===== src/rtl/rtc_pkg.sv =====
// rtc_pkg: shared RTC alarm state encoding, BCD digit limits and timer width
package rtc_pkg;
  typedef enum logic [1:0] {
    ALM_DISARMED = 2'd0,
    ALM_ARMED    = 2'd1,
    ALM_RINGING  = 2'd2,
    ALM_SNOOZE   = 2'd3
  } alm_state_t;
  localparam logic [3:0] MAX_HR_TENS        = 4'd2;
  localparam logic [3:0] MAX_HR_UNITS_AT_20 = 4'd3;
  localparam logic [3:0] MAX_MIN_TENS       = 4'd5;
  localparam logic [3:0] MAX_DIGIT          = 4'd9;
  localparam int TMR_W = 12;
endpackage


===== src/rtl/rtc_bcd_time_valid.sv =====
// rtc_bcd_time_valid: combinational legality check of an HH:MM BCD time
module rtc_bcd_time_valid
  import rtc_pkg::*;
(
  input  logic [3:0] i_hrm,
  input  logic [3:0] i_hrl,
  input  logic [3:0] i_minm,
  input  logic [3:0] i_minl,
  output logic       o_valid
);
  assign o_valid = i_hrm <= MAX_HR_TENS && i_hrl <= MAX_DIGIT &&
                   (i_hrm != MAX_HR_TENS || i_hrl <= MAX_HR_UNITS_AT_20) &&
                   i_minm <= MAX_MIN_TENS && i_minl <= MAX_DIGIT;
endmodule


===== src/rtl/rtc_alarm_ctrl.sv =====
// rtc_alarm_ctrl: HH:MM alarm with ring timeout, bounded snooze, dismiss and disarm
module rtc_alarm_ctrl
  import rtc_pkg::*;
#(
  parameter int RING_SECS   = 60,
  parameter int SNOOZE_SECS = 300,
  parameter int MAX_SNOOZE  = 3
) (
  input  logic       clk_1hz,
  input  logic       rst,
  input  logic [3:0] hrm,
  input  logic [3:0] hrl,
  input  logic [3:0] minm,
  input  logic [3:0] minl,
  input  logic [3:0] secm,
  input  logic [3:0] secl,
  input  logic       set_en,
  input  logic [3:0] set_hrm,
  input  logic [3:0] set_hrl,
  input  logic [3:0] set_minm,
  input  logic [3:0] set_minl,
  input  logic       arm,
  input  logic       disarm,
  input  logic       dismiss,
  input  logic       snooze,
  output logic [3:0] al_hrm,
  output logic [3:0] al_hrl,
  output logic [3:0] al_minm,
  output logic [3:0] al_minl,
  output logic       ring,
  output logic       armed,
  output logic       snoozing,
  output logic       set_err
);
  localparam logic [TMR_W-1:0] RING_LD = TMR_W'(RING_SECS - 1);
  localparam logic [TMR_W-1:0] SNZ_LD  = TMR_W'(SNOOZE_SECS - 1);
  localparam logic [TMR_W-1:0] TMR_ONE = TMR_W'(1);
  localparam logic [2:0]       SNZ_MAX = 3'(MAX_SNOOZE);
  alm_state_t       r_state, w_nstate;
  logic [TMR_W-1:0] r_ring_tmr, w_ring_tmr, r_snz_tmr, w_snz_tmr;
  logic [2:0]       r_snz_left, w_snz_left;
  logic [15:0]      r_al;
  logic             r_ring, r_armed, r_snoozing, r_set_err;
  logic             w_set_ok, w_match, w_live;
  rtc_bcd_time_valid u_set_chk (
    .i_hrm  (set_hrm),
    .i_hrl  (set_hrl),
    .i_minm (set_minm),
    .i_minl (set_minl),
    .o_valid(w_set_ok)
  );
  assign w_match = {hrm, hrl, minm, minl} == r_al && secm == 4'd0 && secl == 4'd0;
  assign w_live  = r_state == ALM_RINGING || r_state == ALM_SNOOZE;
  // One if-chain encodes the per-edge priority; timers then count down only while staying put
  always_comb begin
    w_nstate   = r_state;
    w_ring_tmr = r_ring_tmr;
    w_snz_tmr  = r_snz_tmr;
    w_snz_left = r_snz_left;
    if (disarm) w_nstate = ALM_DISARMED;
    else if (set_en) w_nstate = (w_set_ok && w_live) ? ALM_ARMED : r_state;
    else if (dismiss && w_live) w_nstate = ALM_ARMED;
    else if (snooze && r_state == ALM_RINGING && r_snz_left != 3'd0) begin
      w_nstate   = ALM_SNOOZE;
      w_snz_tmr  = SNZ_LD;
      w_snz_left = r_snz_left - 3'd1;
    end
    else if (r_state == ALM_RINGING && r_ring_tmr == '0) w_nstate = ALM_ARMED;
    else if (r_state == ALM_SNOOZE && r_snz_tmr == '0) begin
      w_nstate   = ALM_RINGING;
      w_ring_tmr = RING_LD;
    end
    else if (r_state == ALM_ARMED && w_match) begin
      w_nstate   = ALM_RINGING;
      w_ring_tmr = RING_LD;
      w_snz_left = SNZ_MAX;
    end
    else if (r_state == ALM_DISARMED && arm) w_nstate = ALM_ARMED;
    w_ring_tmr = (r_state == ALM_RINGING && w_nstate == ALM_RINGING && r_ring_tmr != '0) ?
                 r_ring_tmr - TMR_ONE : w_ring_tmr;
    w_snz_tmr  = (r_state == ALM_SNOOZE && w_nstate == ALM_SNOOZE && r_snz_tmr != '0) ?
                 r_snz_tmr - TMR_ONE : w_snz_tmr;
  end
  always_ff @(posedge clk_1hz) begin
    if (!rst) begin
      r_state    <= ALM_DISARMED;
      r_ring_tmr <= '0;
      r_snz_tmr  <= '0;
      r_snz_left <= '0;
      r_al       <= '0;
      r_ring     <= 1'b0;
      r_armed    <= 1'b0;
      r_snoozing <= 1'b0;
      r_set_err  <= 1'b0;
    end else begin
      r_state    <= w_nstate;
      r_ring_tmr <= w_ring_tmr;
      r_snz_tmr  <= w_snz_tmr;
      r_snz_left <= w_snz_left;
      r_al       <= (set_en && w_set_ok) ? {set_hrm, set_hrl, set_minm, set_minl} : r_al;
      r_ring     <= w_nstate == ALM_RINGING;
      r_armed    <= w_nstate != ALM_DISARMED;
      r_snoozing <= w_nstate == ALM_SNOOZE;
      r_set_err  <= set_en && !w_set_ok;
    end
  end
  assign {al_hrm, al_hrl, al_minm, al_minl} = r_al;
  assign ring     = r_ring;
  assign armed    = r_armed;
  assign snoozing = r_snoozing;
  assign set_err  = r_set_err;
endmodule

===== config.mk =====
export PLATFORM = sky130hd
export DESIGN_NAME = rtc_alarm_ctrl
export DESIGN_NICKNAME = d
export VERILOG_FILES = /design/src/rtl/rtc_pkg.sv /design/src/rtl/rtc_bcd_time_valid.sv /design/src/rtl/rtc_alarm_ctrl.sv
export SDC_FILE = /design/constraint.sdc
export NUM_CORES = 1
export LEC_CHECK = 0
export ABC_AREA = 0
export CORE_MARGIN = 4
export CORE_UTILIZATION = 49
export CTS_CLUSTER_DIAMETER = 30
export CTS_CLUSTER_SIZE = 40
export DETAILED_ROUTE_END_ITERATION = 10
export PLACE_DENSITY = 0.8
export SYNTH_ARGS = -nofsm -noshare
export SYNTH_HDL_FRONTEND = slang
export SYNTH_SLANG_ARGS = --single-unit

===== constraint.sdc =====
create_clock -name clk_1hz -period 2.7 [get_ports clk_1hz]
set_input_delay 0.54 -clock clk_1hz [delete_from_list [all_inputs] [get_ports clk_1hz]]
set_output_delay 0.54 -clock clk_1hz [all_outputs]
set_load 0.05 [all_outputs]

==> metrics.md, run 1 <==
| Metric | Value |
|---|---|
| Mapped cell area | `around 2700 um^2` |
| Worst Hold Class | `flip-flop to flip-flop` |
| PortBufs | `66` |
| Via count | `2648` |
| Worst Setup Path Type | `primary input to flip-flop` |
| WL/cell | `15.9 um` |
| Post-Syn Nets | `roughly 360` |
| Crit-path max FO | `9` |
| Max-cap violations | `0` |
| Largest net degree at the start of global routing | `26` |
| Nets | `459` |
| Worst-margin pin slew | `approximately 0.66 ns` |
| Synth top area cells | `dfxtp_1 37%, mux2i_1 6.8%, nor2_1 5.5%, xor2_1 4.3%, nand2_1 4.2%` |
| Clk Latency, worst-skew pair | `0.30 ns` |
| Post-layout min period | `2.65 ns` |
| CORE AREA | `between 5000 and 6000 um^2` |
| Crit path arrival time | `2.89 ns` |
| Yosys warnings | `0` |
| Synthesized flop and latch total | `49` |
| Clk pin slew, worst setup/hold paths | `0.09 ns` |
| Post-route ant nets | `0` |
| TNS Setup | `0 ns` |
| Most frequent cells after synthesis | `49 x dfxtp_1, 39 x nor2_1, 30 x nand2_1` |
| Initial core utilization | `51.3%` |
| Worst Path Required | `2.94 ns` |
| Total die area | `6690 um^2` |
| TritonCTS Buffers | `5` |
| Synth Flop Type | `dfxtp_1` |
| Placed wire-length estimate | `5670 um` |
| EDFF count, synth | `0` |
| Leak | `~1.6 nW` |
| Initial antenna violation count | `0` |
| Worst vdd rail ir drop | `0.000430 V` |
| Fin. Hold Viols | `0` |
| Fmax achieved | `roughly 0.38 GHz` |
| Post-detailed-routing wire length | `7620 um` |
| Avg Cell Area, Syn | `8.61 um^2` |
| Finish-stage setup viols | `0` |
| Status | `complete, no violations` |
| Die W | `just over 80 um` |
| Clock root buffer master | `clkbuf_8` |
| Drt first pass iters | `4` |
| Drt drc | `0` |
| Boundary Pins | `67` |
| Sequential area share after synthesis | `around 37%` |
| Core Rows | `26` |
| Mapped Cells | `310` |
| Fillers | `394` |
| Setup Skew | `0.00769 ns` |
| Vias in the first global route | `2641` |
| ANT cells | `0` |
| DR iter-0 viols | `about 140` |
| GPL Wtd Cong | `0.846` |
| Slew HR | `between 50 and 60%` |
| Cell variety after synth | `slightly below 60` |
| First-pass GRT wire length | `12200 um` |
| CTS tree | `yes` |
| DP Worst Slack | `-0.368 ns` |
| Sink Count | `49` |
| Area grow syn2layout | `43.9%` |
| Post-synth ARST share | `0%` |
| Crit share post-route | `98.2%` |
| Startpoint types | `primary input` |
| Global route total overflow | `0` |
| RSZ-0062 raised after global routing | `yes` |
| Drt via density | `approximately 5.5` |
| Die Y | `around 80 um` |
| Area leader, netlist | `dfxtp_1` |
| Total track usage | `23.9%` |
| Most frequent cell after synthesis | `dfxtp_1` |
| Share of the synthesized area in the top cell type | `36.8%` |
| CP endpoint kind | `flip-flop` |
| Layout cell share with drive strength beyond 1 | `~17%` |
| H-tree depth | `2` |
| P per Cell Area | `381 nW/um^2` |
| Slew Limit Fails | `0` |
| Fin worst setup slack | `0.0483 ns` |
| Clk buf depth | `2` |
-- cells in the final DEF, fill, tap and decap left out, types with 3 or more instances in the layout --
cell / n
a2111oi_2: 3
a211oi_1: 4
a21oi_1: 10
and3_1: 4
buf_4: 34
clkbuf_8: 6
clkdlybuf4s50_1: 66
dfxtp_1: 49
ha_1: 5
inv_1: 13
mux2_1: 3
mux2i_1: 18
nand2_1: 30
nand2b_1: 9
nand3_1: 7
nand4_1: 4
nor2_1: 39
nor3_1: 10
nor3b_1: 3
nor4_1: 7
nor4_2: 7
o31ai_1: 5
or3_1: 6
or4_1: 3
xnor2_1: 6
xor2_1: 13
-- registers in the layout, indices dropped and copies added, names as in the netlist --
name / count
r_al: 16
r_ring_tmr: 12
r_snz_tmr: 12
r_snz_left: 3
r_state: 2
armed: 1
ring: 1
set_err: 1
snoozing: 1
-- routing by layer --
metal / part of all wire, % / global-route usage [%] / up-vias
li1: - / - / 1304
met2: 51 / 42.2 / 66
met5: 0 / 0 / -
met3: 4.2 / 5.48 / 8
met4: 0.89 / 5.48 / 0
met1: 44 / 29.3 / 1270
-- report_power, final --
part	total (W)	internal (W)	switching, W
Combinational	0.000190	0.000107	0.0000833
Sequential	0.000727	0.000725	0.00000203
Clock	0.000544	0.000302	0.000241
Total	0.00146	0.00113	0.000327
-- critical path: stages --
cell	delay (ns)
clkdlybuf4s50_1	0.43
xor2_1	0.17
nor4_1	0.38
nand3_1	0.22
o21ai_4	0.21
a311oi_4	0.14
buf_12	0.18
or4_1	0.50
a21oi_1	0.13
-- repair_timing --
action / 4_1_cts / 5_1_grt
cloned: 0 / 1
buffers inserted: 0 / 2
endpoints found under the setup margin: 6 / 16
gates resized for setup: 2 / 15
pin swaps: 0 / 6
hold buffers: 0 / 0
-- final cells by class --
class	instances	area, um^2	area share (%)
Multi-Input combinational cell	235	1660	43.1
Timing Repair Buffer	102	947	24.7
Clock buffer	7	86.3	2.25
Sequential cell	49	981	25.5
Clock inverter	1	30.0	0.782
Tap cell	70	87.6	2.28
Inverter	14	52.6	1.37
-- cells by family after synthesis --
kind of cell               synth area share [%]
muxes                                      8.44
DFF                                        36.8
and+or+nand+nor                            29.4
adders and majority gates                  2.34
xor gates and xnor gates                   6.24
buffers and inverters                      4.08
AOI/OAI and AO/OA                          12.7
-- final timing paths --
check | start | endpoint | slack, ns | cells after the start
min | r_ring_tmr[9]$_SDFFE_PN0P_ | r_ring_tmr[9]$_SDFFE_PN0P_ | 0.48 | 2
max reg2reg | r_snz_tmr[7]$_SDFFE_PN0P_ | r_ring_tmr[7]$_SDFFE_PN0P_ | 0.10 | 8
min reg2reg | r_ring_tmr[9]$_SDFFE_PN0P_ | r_ring_tmr[9]$_SDFFE_PN0P_ | 0.48 | 2
max | hrm[2] | r_ring_tmr[7]$_SDFFE_PN0P_ | 0.05 | 9
-- through the flow --
step / cell area (um^2) / utilization, % / power, W / cells / hold WS (ns)
2_1_floorplan: 2670 / - / 0.000810 / 310 / 0.423
3_3_place_gp: 3620 / 69.6 / 0.000925 / 467 / 0.437
3_5_place_dp: 3620 / 69.6 / 0.000929 / 467 / 0.466
4_1_cts: 3750 / 72.0 / 0.00147 / 475 / 0.479
5_1_grt: 3840 / 73.8 / 0.00153 / 478 / 0.491
6_report: 3840 / 73.8 / 0.00146 / 478 / 0.478
No activity file was read; power rests on OpenSTA's default activity.
==> run 2: changes to the inputs <==
==> constraint.sdc (replaced) <==
create_clock -name clk_1hz -period 2.7 [get_ports clk_1hz]
set_input_delay 0.54 -clock clk_1hz [delete_from_list [all_inputs] [get_ports clk_1hz]]
set_output_delay 0.54 -clock clk_1hz [all_outputs]
set_load 0.01 [all_outputs]
==> results of run 2 <==
Same layout as run 1 (identical final DEF). Status: complete, no violations.
Main changes from that run: total power 0.00146 W -> 0.00145 W
==> run 3: changes to the inputs <==
--- a/config.mk
+++ b/config.mk
@@ -14,4 +14,5 @@
 export PLACE_DENSITY = 0.8
 export SYNTH_ARGS = -nofsm -noshare
 export SYNTH_HDL_FRONTEND = slang
+export SYNTH_HIERARCHICAL = 1
 export SYNTH_SLANG_ARGS = --single-unit
==> metrics.md, run 3 <==
| Metric | Value |
|---|---|
| Dpl cells | `471` |
| Worst reg2reg path startpoint | `r_ring_tmr[0]$_SDFFE_PN0P_` |
| Post-Layout Cell Count | `483` |
| Synth Flop Type | `dfxtp_1` |
| Synthesized flop and latch total | `49` |
| TritonCTS Buffers | `5` |
| Worst Setup SP | `set_minl[1]` |
| Commonest non-fill, non-tap cell in the layout | `clkdlybuf4s50_1` |
| GPL Wtd Cong | `0.924` |
| Sink Count | `49` |
| Synth top area cells | `dfxtp_1 37%, nand2_1 5.9%, a21oi_1 5.4%, xnor2_1 5.2%, a211oi_1 3.6%` |
| Slew Limit Fails | `0` |
| Clock root buffer master | `clkbuf_8` |
| Most frequent cells after synthesis | `49 x dfxtp_1, 42 x nand2_1, 29 x a21oi_1` |
| RSZ-0062 raised after global routing | `yes` |
| Clock network fraction of design power | `32.5%` |
| Met2 WL post-DR | `between 3000 and 4000 um` |
| Internal power | `0.00104 W` |
| Worst vdd rail ir drop | `0.000254 V` |
| Via count | `between 2000 and 3000` |
| DR iter-0 viols | `257` |
| Post-detailed-routing wire length | `7460 um` |
| Sequential cell area | `981 um^2` |
| Sequential power share | `53.8%` |
| EDFF count, synth | `0` |
| Sw frac | `about a quarter` |
| Boundary Pins | `between 60 and 70` |
| Nets | `465` |
| Status | `complete, no violations` |
| Initial core utilization | `about half` |
| Avg Cell Area, Syn | `approximately 8.4 um^2` |
| Area leader, netlist | `dfxtp_1` |
| P per Cell Area | `358 nW/um^2` |
| Startpoint types | `primary input` |
| Worst-margin pin slew | `between 0.5 and 0.6 ns` |
| Global route total overflow | `0` |
| Clk pin slew, worst setup/hold paths | `0.09 ns` |
| Largest Register | `r_al` |
| Clk Latency, worst-skew pair | `around 0.30 ns` |
| ANT cells | `0` |
| Drt drc | `0` |
| Sequential area share after synthesis | `36.5%` |
| Die W | `82.0 um` |
| TNS Setup | `0 ns` |
| Mapped Cells | `319` |
| Max Used Layer | `met4` |
| Most frequent cell after synthesis | `dfxtp_1` |
| Total track usage | `22.7%` |
| Mapped cell area | `roughly 2700 um^2` |
| Worst Setup Path Type | `primary input to flip-flop` |
| Initial antenna violation count | `0` |
| Max reg flops | `16` |
| Most frequent cells in the layout | `61 x clkdlybuf4s50_1, 49 x dfxtp_1, 42 x nand2_1, 30 x buf_4, 28 x a21oi_1` |
| Layout cell share with drive strength beyond 1 | `14.8%` |
| Met3 routed WL | `between 600 and 700 um` |
| Fin. Hold Viols | `0` |
| Leak | `around 1.3 nW` |
| P_sw | `0.000322 W` |
| Post-layout instance area | `3800 um^2` |
| Comb pwr share | `13.7%` |
| Cell variety after synth | `54` |
| Post-layout min period | `roughly 2.6 ns` |
| Setup Skew | `around 0.0097 ns` |
| M1 WL | `3050 um` |
| H-tree depth | `2` |
| Crit path arrival time | `roughly 2.8 ns` |
| Post-Syn Nets | `371` |
| Die Y | `82.0 um` |
| CORE AREA | `5200 um^2` |
| Crit share post-route | `between 90% and 100%` |
| Total die area | `around 6700 um^2` |
| Placed wire-length estimate | `5630 um` |
| Share of the synthesized area in the top cell type | `36.5%` |
| Drt first pass iters | `4` |
| Slew HR | `62.5%` |
| Clk buf depth | `2` |
| Largest net degree at the start of global routing | `21` |
| Hold Path Origin | `r_al[10]$_SDFFE_PN0P_` |
| CP endpoint kind | `flip-flop` |
| Fillers | `412` |
| Yosys warnings | `6` |
| Fmax achieved | `0.392 GHz` |
| PortBufs | `66` |
| Finish-stage setup viols | `0` |
| Footprint of the multi-input gates | `1690 um^2` |
| Worst Path Required | `2.94 ns` |
| Post-synth ARST share | `0%` |
| CTS tree | `yes` |
| Largest regs | `r_al x16, r_ring_tmr x12, r_snz_tmr x12` |
| Vias in the first global route | `roughly 2700` |
| Drt via density | `5.75` |
| Cell Area, Placed | `3590 um^2` |
| Post-route ant nets | `0` |
| Area grow syn2layout | `41.4%` |
| Crit-path max FO | `5` |
| First-pass GRT wire length | `11800 um` |
| Worst Hold Class | `flip-flop to flip-flop` |
| WL/cell | `15.4 um` |
| Max-cap violations | `0` |
| Core Rows | `26` |
==> run 3: critical path, stage by stage <==
cell and delay [ns]:
clkdlybuf4s50_1 0.44, o21ai_2 0.17, o211ai_1 0.15, nor4_4 0.28, a211oi_2 0.13, a311o_2 0.40, a2111oi_1 0.46, mux2i_1 0.23
==> run 3: worst paths after layout <==
check / to / cells after the start / slack (ns)
min reg2reg: r_al[10]$_SDFFE_PN0P_ / 2 / 0.49
max reg2reg: r_snz_tmr[1]$_SDFFE_PN0P_ / 10 / 0.19
min: r_al[10]$_SDFFE_PN0P_ / 2 / 0.49
max: r_snz_tmr[6]$_SDFFE_PN0P_ / 8 / 0.15
==> run 3: kinds of logic after synthesis <==
kind of cell | share of synthesized area, %
AND/OR/NAND/NOR | 27.6
multiplexers | 2.98
adder cells (fa/ha/maj) | 2.33
AO/OA/AOI/OAI | 20.5
flip-flops | 36.5
XOR/XNOR | 6.52
buffers and inverters | 3.54
==> run 3: metrics by stage <==
step,util [%],power (W),hold slack (ns),setup WS [ns]
2_1_floorplan,-,0.000808,0.449,0.315
3_3_place_gp,68.9,0.000917,0.464,-0.337
5_1_grt,73.0,0.00140,0.508,0.0148
3_5_place_dp,68.9,0.000920,0.474,-0.394
4_1_cts,70.6,0.00135,0.487,0.0574
6_report,73.0,0.00136,0.486,0.146
==> run 3: layer usage <==
layer  vias up  GRT usage [%]
li1       1371              -
met1      1296           24.9
met2        98           40.5
met3        11           7.68
met4         0           7.81
met5         -              0
==> run 3: repair_timing <==
| action | CTS | global route |
|---|---|---|
| pin swaps | 0 | 8 |
| gates cloned | 0 | 1 |
| gates resized for setup | 3 | 17 |
| hold endpoints to repair | 0 | 0 |
| hold buffers | 0 | 0 |
| setup endpoints to repair | 7 | 17 |
| setup buffers | 0 | 4 |
==> run 3: power by group through the flow <==
| stage | Clock (W) | Sequential (W) | Combinational (W) |
|---|---|---|---|
| final | 0.000442 | 0.000730 | 0.000186 |
| after global routing | 0.000472 | 0.000731 | 0.000199 |
| after CTS | 0.000448 | 0.000730 | 0.000174 |
| after detailed placement | 0 | 0.000747 | 0.000173 |
| after global placement | 0 | 0.000747 | 0.000170 |
| after floorplan | 0 | 0.000748 | 0.0000594 |
==> run 3: area by class of cell <==
type                    count  share of cell area [%]
multi-input cells         248                    44.5
well taps                  70                    2.31
clock buffers               7                    2.27
inverters                  12                    1.19
flip-flops and latches     49                    25.8
repair buffers             97                    23.9
